`config.mk`:
```
export PLATFORM = sky130hd
export DESIGN_NAME = npu_fc2_argmax_flat
export DESIGN_NICKNAME = d
export VERILOG_FILES = /design/src/rtl/npu_fc2_argmax_if.sv /design/src/rtl/npu_fc2_argmax.sv /design/src/flat_wrapper.sv
export SDC_FILE = /design/constraint.sdc
export NUM_CORES = 1
export LEC_CHECK = 0
export ABC_AREA = 1
export CAP_MARGIN = 30
export CORE_ASPECT_RATIO = 0.5
export CORE_UTILIZATION = 50
export CTS_CLUSTER_DIAMETER = 60
export CTS_CLUSTER_SIZE = 40
export DETAILED_ROUTE_END_ITERATION = 8
export GPL_TIMING_DRIVEN = 0
export PLACE_DENSITY_LB_ADDON = 0.3
export SLEW_MARGIN = 20
export SYNTH_ARGS = -nofsm -noshare
export SYNTH_HDL_FRONTEND = slang
export SYNTH_SLANG_ARGS = --single-unit
```
`constraint.sdc`:
```
create_clock -name clk -period 6.1 [get_ports clk]
set_input_delay 1.83 -clock clk [delete_from_list [all_inputs] [get_ports clk]]
set_output_delay 1.83 -clock clk [all_outputs]
set_load 0.05 [all_outputs]
```
`src/rtl/npu_fc2_argmax_if.sv`:
```
// Handshake bundle between the FC2 score stream, the argmax stage and the
// result consumer. The master side is the environment (FC2 producer plus the
// host/display consumer); the slave side is the argmax stage itself.
interface npu_fc2_argmax_if #(
    parameter int DATA_WIDTH = 8,
    parameter int IDX_WIDTH  = 5
);
    logic                  frame_start_p;
    logic [DATA_WIDTH-1:0] fc2_layer_output_data;
    logic                  fc2_layer_output_valid_p;
    logic [IDX_WIDTH-1:0]  class_idx;
    logic [DATA_WIDTH-1:0] class_score;
    logic [7:0]            class_margin;
    logic                  class_valid;
    logic                  class_ack_p;
    logic                  busy;
    logic                  seq_err;

    modport master (
        output frame_start_p,
        output fc2_layer_output_data,
        output fc2_layer_output_valid_p,
        output class_ack_p,
        input  class_idx,
        input  class_score,
        input  class_margin,
        input  class_valid,
        input  busy,
        input  seq_err
    );

    modport slave (
        input  frame_start_p,
        input  fc2_layer_output_data,
        input  fc2_layer_output_valid_p,
        input  class_ack_p,
        output class_idx,
        output class_score,
        output class_margin,
        output class_valid,
        output busy,
        output seq_err
    );
endinterface

```
`src/rtl/npu_fc2_argmax.sv`:
```
// Argmax classifier behind the FC2 layer: tracks best score, its index and the
// runner-up while the class scores stream in, then holds the winning index,
// score and best-minus-runner-up margin until the consumer acknowledges.
module npu_fc2_argmax #(
    parameter int NUM_CLASSES = 24,
    parameter int DATA_WIDTH  = 8,
    parameter int IDX_WIDTH   = 5
) (
    input  logic             clk,
    input  logic             rst,
    npu_fc2_argmax_if.slave  bus
);

    typedef enum logic [1:0] {
        IDLE,
        COLLECT,
        HOLD
    } state_t;

    localparam logic signed [DATA_WIDTH-1:0] SCORE_MIN = {1'b1, {(DATA_WIDTH-1){1'b0}}};
    localparam logic [IDX_WIDTH-1:0]         LAST_IDX  = IDX_WIDTH'(NUM_CLASSES - 1);

    state_t state;
    state_t next_state;

    logic [IDX_WIDTH-1:0]         cnt;
    logic signed [DATA_WIDTH-1:0] best;
    logic signed [DATA_WIDTH-1:0] second;
    logic [IDX_WIDTH-1:0]         best_idx;

    logic                         start_acc;
    logic                         sample_acc;
    logic                         last_sample;
    logic                         protocol_err;
    logic signed [DATA_WIDTH-1:0] d;
    logic [IDX_WIDTH-1:0]         base_cnt;
    logic signed [DATA_WIDTH-1:0] base_best;
    logic signed [DATA_WIDTH-1:0] base_second;
    logic [IDX_WIDTH-1:0]         base_idx;
    logic signed [DATA_WIDTH-1:0] upd_best;
    logic signed [DATA_WIDTH-1:0] upd_second;
    logic [IDX_WIDTH-1:0]         upd_idx;
    logic [DATA_WIDTH:0]          margin_wide;

    // Decide which strobes are honoured this cycle; a start accepted together
    // with a sample makes the sample index 0 of the new frame, so the compare
    // runs against the freshly-armed values rather than the stale registers.
    always_comb begin
        start_acc    = bus.frame_start_p &&
                       ((state == IDLE) || (state == COLLECT) ||
                        ((state == HOLD) && bus.class_ack_p));
        sample_acc   = bus.fc2_layer_output_valid_p && (start_acc || (state == COLLECT));
        protocol_err = bus.fc2_layer_output_valid_p && !sample_acc;
        d            = bus.fc2_layer_output_data;

        base_cnt     = start_acc ? '0        : cnt;
        base_best    = start_acc ? SCORE_MIN : best;
        base_second  = start_acc ? SCORE_MIN : second;
        base_idx     = start_acc ? '0        : best_idx;

        upd_best     = base_best;
        upd_second   = base_second;
        upd_idx      = base_idx;
        if (d > base_best) begin
            upd_second = base_best;
            upd_best   = d;
            upd_idx    = base_cnt;
        end else if (d > base_second) begin
            upd_second = d;
        end

        last_sample  = sample_acc && (base_cnt == LAST_IDX);
        margin_wide  = {upd_best[DATA_WIDTH-1], upd_best} -
                       {upd_second[DATA_WIDTH-1], upd_second};
    end

    // State register
    always_ff @(posedge clk or negedge rst) begin
        if (!rst) begin
            state <= IDLE;
        end else begin
            state <= next_state;
        end
    end

    // Next-state logic: a start always (re)enters COLLECT, the last sample
    // moves to HOLD, and an ack without a start returns to IDLE.
    always_comb begin
        next_state = state;
        case (state)
            IDLE: begin
                if (start_acc) begin
                    next_state = COLLECT;
                end
            end
            COLLECT: begin
                if (last_sample) begin
                    next_state = HOLD;
                end
            end
            HOLD: begin
                if (bus.class_ack_p) begin
                    next_state = start_acc ? COLLECT : IDLE;
                end
            end
            default: begin
                next_state = IDLE;
            end
        endcase
    end

    // Status outputs decoded from the registered state only
    always_comb begin
        bus.class_valid = (state == HOLD);
        bus.busy        = (state != IDLE);
    end

    // Working registers: arm on an accepted start, fold in accepted samples
    always_ff @(posedge clk or negedge rst) begin
        if (!rst) begin
            cnt      <= '0;
            best     <= '0;
            second   <= '0;
            best_idx <= '0;
        end else if (sample_acc) begin
            cnt      <= base_cnt + IDX_WIDTH'(1);
            best     <= upd_best;
            second   <= upd_second;
            best_idx <= upd_idx;
        end else if (start_acc) begin
            cnt      <= '0;
            best     <= SCORE_MIN;
            second   <= SCORE_MIN;
            best_idx <= '0;
        end
    end

    // Result registers load once per completed frame and hold until the next
    always_ff @(posedge clk or negedge rst) begin
        if (!rst) begin
            bus.class_idx    <= '0;
            bus.class_score  <= '0;
            bus.class_margin <= '0;
        end else if (last_sample) begin
            bus.class_idx    <= upd_idx;
            bus.class_score  <= upd_best;
            bus.class_margin <= 8'(margin_wide);
        end
    end

    // Sticky flag for samples that arrive when no frame is being collected
    always_ff @(posedge clk or negedge rst) begin
        if (!rst) begin
            bus.seq_err <= 1'b0;
        end else if (protocol_err) begin
            bus.seq_err <= 1'b1;
        end
    end

endmodule

```
`src/flat_wrapper.sv`:
```
// flat-port wrapper written by rule: the top's interface ports become plain ports
module npu_fc2_argmax_flat 
#(
    parameter int NUM_CLASSES = 24,
    parameter int DATA_WIDTH  = 8,
    parameter int IDX_WIDTH   = 5
)
  (clk, rst, bus_frame_start_p, bus_fc2_layer_output_data, bus_fc2_layer_output_valid_p, bus_class_ack_p, bus_class_idx, bus_class_score, bus_class_margin, bus_class_valid, bus_busy, bus_seq_err);
  npu_fc2_argmax_if #(.DATA_WIDTH(DATA_WIDTH), .IDX_WIDTH(IDX_WIDTH)) bus_i ();
  input  logic clk;
  input  logic rst;
  input wire logic [$bits(bus_i.frame_start_p)-1:0] bus_frame_start_p;
  input wire logic [$bits(bus_i.fc2_layer_output_data)-1:0] bus_fc2_layer_output_data;
  input wire logic [$bits(bus_i.fc2_layer_output_valid_p)-1:0] bus_fc2_layer_output_valid_p;
  input wire logic [$bits(bus_i.class_ack_p)-1:0] bus_class_ack_p;
  output wire logic [$bits(bus_i.class_idx)-1:0] bus_class_idx;
  output wire logic [$bits(bus_i.class_score)-1:0] bus_class_score;
  output wire logic [$bits(bus_i.class_margin)-1:0] bus_class_margin;
  output wire logic [$bits(bus_i.class_valid)-1:0] bus_class_valid;
  output wire logic [$bits(bus_i.busy)-1:0] bus_busy;
  output wire logic [$bits(bus_i.seq_err)-1:0] bus_seq_err;
  assign bus_i.frame_start_p = bus_frame_start_p;
  assign bus_i.fc2_layer_output_data = bus_fc2_layer_output_data;
  assign bus_i.fc2_layer_output_valid_p = bus_fc2_layer_output_valid_p;
  assign bus_i.class_ack_p = bus_class_ack_p;
  assign bus_class_idx = bus_i.class_idx;
  assign bus_class_score = bus_i.class_score;
  assign bus_class_margin = bus_i.class_margin;
  assign bus_class_valid = bus_i.class_valid;
  assign bus_busy = bus_i.busy;
  assign bus_seq_err = bus_i.seq_err;
  npu_fc2_argmax #(.NUM_CLASSES(NUM_CLASSES), .DATA_WIDTH(DATA_WIDTH), .IDX_WIDTH(IDX_WIDTH)) u_core (.clk(clk), .rst(rst), .bus(bus_i));
endmodule
```
==> results of run 1 <==
## flip-flops by register name, indices dropped and copies added (netlist names)
register and flops:
u_core.best_idx 5, u_core.bus.class_margin 8, u_core.best 8, u_core.bus.class_idx 5, u_core.bus.seq_err 1, u_core.cnt 5, u_core.second 8, u_core.state 2
u_core.bus.class_score 8
## power breakdown
part | switching [mW] | total [mW] | leakage [nW] | internal, mW
Sequential | 0.00612 | 0.357 | 0.670 | 0.351
Combinational | 0.222 | 0.340 | 1.22 | 0.118
Clock | 0.125 | 0.276 | 0.0701 | 0.151
Total | 0.353 | 0.973 | 1.96 | 0.620
## timing repair
action,4_1_cts,5_1_grt
setup endpoints to repair,0,4
resized for setup,0,2
setup buffers,0,1
## Yosys cell counts (2+ instances only)
| master | n |
|---|---|
| nand2_1 | 111 |
| dfrtp_1 | 50 |
| inv_1 | 46 |
| o21ai_0 | 43 |
| nand3_1 | 32 |
| ha_1 | 20 |
| nor2_1 | 20 |
| nand3_2 | 13 |
| o21ai_1 | 10 |
| nand2_2 | 9 |
| nand4_1 | 9 |
| clkbuf_1 | 7 |
| nor3_1 | 7 |
| a21oi_1 | 6 |
| a31oi_1 | 6 |
| inv_2 | 5 |
| buf_2 | 4 |
| nand2_4 | 4 |
| o211ai_1 | 4 |
| xnor2_1 | 4 |
| nor2_2 | 3 |
| o21bai_1 | 3 |
| xor2_1 | 3 |
| buf_4 | 2 |
| buf_6 | 2 |
| nand3_4 | 2 |
## critical path, cell delays in order
cell and delay [ps]:
clkdlybuf4s50_1 430, inv_1 80, nor2_1 60, o21ai_4 240, buf_4 230, inv_2 70
nor2_2 160, ha_1 270, nand3_1 70, nor2_1 40, a22oi_1 310, nand2_4 150
buf_2 230, clkbuf_1 240, o21ai_1 230, inv_1 60, ha_1 200, fa_1 360
inv_1 90, nand3_2 110, nand2_4 90, nand3_2 60, nand2_1 70, nand2_1 40
nand3_1 60, nand2_1 50
## cells in the final DEF, fill, tap and decap left out, types with 5 or more instances in the layout
cell,synthesis,routed
o21ai_0,43,42
nand3_2,13,13
clkbuf_1,7,7
a31oi_1,6,6
nand4_1,9,9
nor3_1,7,7
inv_2,5,5
clkdlybuf4s50_1,0,35
nand2_2,9,9
o21ai_1,10,11
ha_1,20,20
dfrtp_1,50,50
inv_1,46,46
nand3_1,32,32
nand2_1,111,111
a21oi_1,6,6
nor2_1,20,19
clkbuf_16,0,5
## metrics by stage
stage	cells	setup TNS [ps]	area, µm²
floorplan	433	0	3332
global placement	557	-28.79	3802
detailed placement	557	-73.54	3800
CTS	564	0	3939
global route	565	0	3961
finish	565	0	3961
## final timing paths
kind | from | end | slack (ps) | cells after the start
setup / recovery | bus_class_ack_p | u_core.bus.class_margin[6] | 420 | 26
hold / removal | u_core.bus.seq_err | u_core.bus.seq_err | 470 | 1
setup reg to reg | u_core.state[0] | u_core.bus.class_margin[6] | 2090 | 24
hold reg to reg | u_core.bus.seq_err | u_core.bus.seq_err | 470 | 1
max in group asynchronous | rst | u_core.bus.seq_err | 4110 | 1
min in group asynchronous | rst | u_core.second[2] | 1550 | 1
## layout make-up
cell class / count / share of cell area
Multi-Input combinational cell: 316 / 0.4555
Clock inverter: 2 / 0.003474
Inverter: 52 / 0.04927
Timing Repair Buffer: 37 / 0.09539
Clock buffer: 5 / 0.03159
Tap cell: 88 / 0.02780
Sequential cell: 50 / 0.3159
Buffer: 15 / 0.02116
## per-layer routing
layer,GRT usage,part of all wire
met5,0,0
met4,0.07607,0.022
met3,0.06584,0.075
met2,0.4134,0.43
met1,0.3444,0.47
## cell families after synthesis
group / Yosys count
AOI/OAI and AO/OA: 78
xor gates and xnor gates: 7
adders and majority gates: 21
buffers and inverters: 67
DFF: 50
and+or+nand+nor: 210
==> impl_metrics.ini, run 1 <==
[status]
outcome = finished clean

[synth]
synth_top_family_by_area = simple AND/OR/NAND/NOR gates
ys.flop_type = dfrtp_1
synth.mux.area_fraction = 0
syn_nets = 467
netlist_area_mm2 = 0.003332
synth_top_area_share = 0.3755
synth-simple-area-share = 0.3087
ys_types = 34
synthTopCellsByArea = dfrtp_1 (38%), nand2_1 (13%), ha_1 (7.5%), o21ai_0 (6.5%), inv_1 (5.2%)
post-synth-top-area-cell = dfrtp_1
synthXorXnorAreaFrac = 0.01840
yosys_warnings = 0
postSynthAreaPerCell_um2 = 7.695
synth_edf_count = 0
synth_compound_area_frac = 0.1326
ys_ff_latch = 50
synth_fa_ha_area_frac = 0.08111
ys_seq_area_frac = 0.3755
synthArstFlopShare = 1.000
synthCells = 433

[worst_setup_path]
crit_arrival_ps = 5860
required_ps = 6280
start_kind = input pin
critPathMaxFanout = 10
path_class = in -> reg
critPathCaptureType = flop

[clock_network]
tritoncts.num_buffers = 5
cts_tree = done
cts.reportedPaths.clkPinSlew_ps = 60
clkSinkCount = 50
clk_latency_ps = 300
clockBufferDepth = 2
htree_levels = 2
cts_hold_buf = 0
clockRootBuffer = clkbuf_16

[timing]
layout_worst_path_cycle_share = 0.9315
worst_pin_slew_ps = 639.1
skew_ps = 11.48
hold_ws_ps = 467.6
clock.fmax_mhz = 176.0
fin_ws_ps = 418.0
setup_viol = 0
period_minus_slack_ps = 5682
drv_slew = 0
rsz0062_at_grt = false
hold_viol = 0
slew_headroom = 0.5739

[global_route]
antenna_found_initial = 0
grt_max_degree = 51
grt_pass1_vias = 2893
overflow = 0
grt_pass1_wl_um = 13780
grt_use_total = 0.2559

[finish]
multi_input_comb_area_mm2 = 0.001804
syn_to_final_growth_pct = 18.89
final_net_count = 511
drive_gt1_frac = 0.1195
antenna_cells = 0
final_core_util = 0.6332
fillCellCount = 564
seqCellArea_mm2 = 0.001251

[die]
start_util = 0.5326
rows = 20
io_pins = 37
die_width_um = 117.4
die_h_um = 59.73
dieArea_mm2 = 0.007014
core-area_mm2 = 0.006256

[routing]
vias = 3007
drtIter0Drc = 194
routedWlPerCell_um = 14.41
drc = 0
wl_um = 8143
drtPass1Iterations = 4
postRouteAntennaNets = 0
vias_per_cell = 5.322

[placed_design]
dp_slack_ps = -73.54
dp_hpwl_um = 6208
port_buffers = 36
finalWeightedCongestion = 0.9275

[hold_path]
hp-class = reg -> reg

[power_and_ir_drop]
power_mw = 0.9729
pwr_density_cell_mw_per_mm2 = 245.6
power_leakage_nw = 1.962
peakVddDrop_uv = 133.4

[job]
drv_cap = 0
Note: power is estimated with default switching activity, not from simulation.
==> run 2: changes to the inputs <==
--- a/config.mk
+++ b/config.mk
@@ -12,3 +12,3 @@
 export CTS_CLUSTER_DIAMETER = 60
-export CTS_CLUSTER_SIZE = 40
+export CTS_CLUSTER_SIZE = 12
 export DETAILED_ROUTE_END_ITERATION = 8
--- a/constraint.sdc
+++ b/constraint.sdc
@@ -3,2 +3,2 @@
 set_output_delay 1.83 -clock clk [all_outputs]
-set_load 0.05 [all_outputs]
+set_load 0.01 [all_outputs]
==> results of run 2 <==
Same layout as run 1 (identical final DEF). Status: finished clean.
Among the figures that moved: total power 0.9729 mW -> 0.9712 mW
==> run 3: changes to the inputs <==
- MAX_ROUTING_LAYER: not set -> met4
==> run 3 against run 2 <==
  * Clock-buffer cell count stayed put
  * Routed wire length is 0.12% higher
  * Sequential cell count stayed put
  * Via count is 0.27% lower
  * Final cell count is 0.18% higher
  * Critical endpoint unchanged
  * Largest power group unchanged
==> impl_metrics.ini, run 3 (synthesis results as in run 1) <==
[status]
outcome = finished clean

[worst_setup_path]
r2r_setup_slack_ps = 1970
crit_arrival_ps = 6010
cpLargestDelayFamily = simple AND/OR/NAND/NOR gates
crit_buf_inv = 7
r2r_cells = 26
critPathCaptureType = flop
critPathMostFrequentCell = nand2_1
cp_slowest_cell = clkdlybuf4s50_1
path_class = in -> reg
critPathMaxFanout = 10
reg2reg_to = u_core.bus.class_margin[6]
required_ps = 6290
r2r-start = u_core.state[0]
max_stage_delay_ps = 440
critical_path_cell_count = 28
startpoint = bus_class_ack_p
start_kind = input pin
cp-endpoint = u_core.bus.class_margin[6]

[clock_network]
cts_hold_buf = 0
clockBufferDepth = 2
htree_levels = 2
cts.reportedPaths.clkPinSlew_ps = 70
clkSinkCount = 50
tritoncts.num_buffers = 5
clk_latency_ps = 300
cts_tree = done
clockRootBuffer = clkbuf_16

[die]
start_util = 0.5326
io_pins = 37
die_h_um = 59.73
die_width_um = 117.4
dieArea_mm2 = 0.007014
rows = 20
core-area_mm2 = 0.006256

[finish]
final_area_mm2 = 0.003955
final_core_util = 0.6322
syn_to_final_growth_pct = 18.70
antenna_cells = 0
final_net_count = 512
final_cells = 566
final_cell_mix = nand2_1 (111), dfrtp_1 (50), inv_1 (46)
layout_commonest_cell = nand2_1
drive_gt1_frac = 0.1192

[global_route]
grt_max_degree = 51
antenna_found_initial = 0
grt_pass1_vias = 2814
overflow = 0
grt_pass1_wl_um = 13300
grt_use_total = 0.2572

[power_and_ir_drop]
pwr_density_cell_mw_per_mm2 = 246.7
peakVddDrop_uv = 125.0
power_mw = 0.9759
power_leakage_nw = 1.954

[timing]
layout_worst_path_cycle_share = 0.9546
skew_ps = 4.658
finalSetupTns_ps = 0
hold_ws_ps = 477.8
worst_pin_slew_ps = 651.9
fin_ws_ps = 277.2
hold_viol = 0
clock.fmax_mhz = 171.7
setup_viol = 0
drv_slew = 0
period_minus_slack_ps = 5823
slew_headroom = 0.5654
rsz0062_at_grt = false

[placed_design]
port_buffers = 36
dp_hpwl_um = 6093
dp_cells = 557
dpl-instance-area_mm2 = 0.003800
finalWeightedCongestion = 0.9236
dp_slack_ps = -69.72

[routing]
vias_per_cell = 5.299
drtIter0Drc = 166
postRouteAntennaNets = 0
routedWlPerCell_um = 14.40
vias = 2999
drtPass1Iterations = 5
drc = 0
wl_um = 8153

[hold_path]
hp-class = reg -> reg

[job]
drv_cap = 0
[run 3: layout make-up]
class	count	area (µm²)
fillers	592	2301
flip-flops and latches	50	1251
repair buffers	38	372.9
plain buffers	15	83.83
clock buffers	5	125.1
multi-input cells	316	1802
clock inverters	2	15.01
inverters	52	195.2
well taps	88	110.1
[run 3: how the worst min path moves through the flow]
stage | from | to | slack (ps) | cells past startpoint
final | u_core.bus.seq_err | u_core.bus.seq_err | 480 | 1
after global routing | u_core.bus.seq_err | u_core.bus.seq_err | 510 | 1
after CTS | u_core.bus.class_margin[6] | u_core.bus.class_margin[6] | 480 | 2
after detailed placement | u_core.bus.class_margin[6] | u_core.bus.class_margin[6] | 470 | 2
after global placement | u_core.bus.seq_err | u_core.bus.seq_err | 450 | 1
after floorplan | u_core.best_idx[0] | u_core.best_idx[0] | 480 | 2
[run 3: per-layer routing]
metal | routed length [µm] | GRT usage
met5 | 0 | -
met4 | 120 | 0.08905
met3 | 530 | 0.06202
met2 | 3438 | 0.3922
met1 | 4064 | 0.3388
[run 3: report_power, final]
| part | switching (mW) | internal, mW | total (mW) |
|---|---|---|---|
| clock network | 0.128 | 0.150 | 0.278 |
| registers | 0.00641 | 0.351 | 0.358 |
| logic | 0.222 | 0.118 | 0.340 |
| total | 0.357 | 0.619 | 0.976 |
[run 3: worst register-to-register path, stage by stage (launching register included)]
cell      delay, ps
dfrtp_1         360
nor2_1           80
o21ai_4         200
buf_4           210
nand2_1         140
ha_1            340
nand3_1          70
nor2_1          240
nand2_1          80
nand3_1          80
nand2_1          60
nand2_2          80
nand2_4         100
buf_2           230
clkbuf_1        240
o21ai_0         270
inv_1            70
ha_1            210
fa_1            370
inv_1            90
nand3_2         120
nand2_4          90
nand3_2          60
nand2_1          60
nand2_1          50
nand3_1          60
nand2_1          50
[run 3: what timing repair did]
action,CTS,global route
setup buffers,0,2
endpoints found under the setup margin,0,3
gates resized for setup,0,0
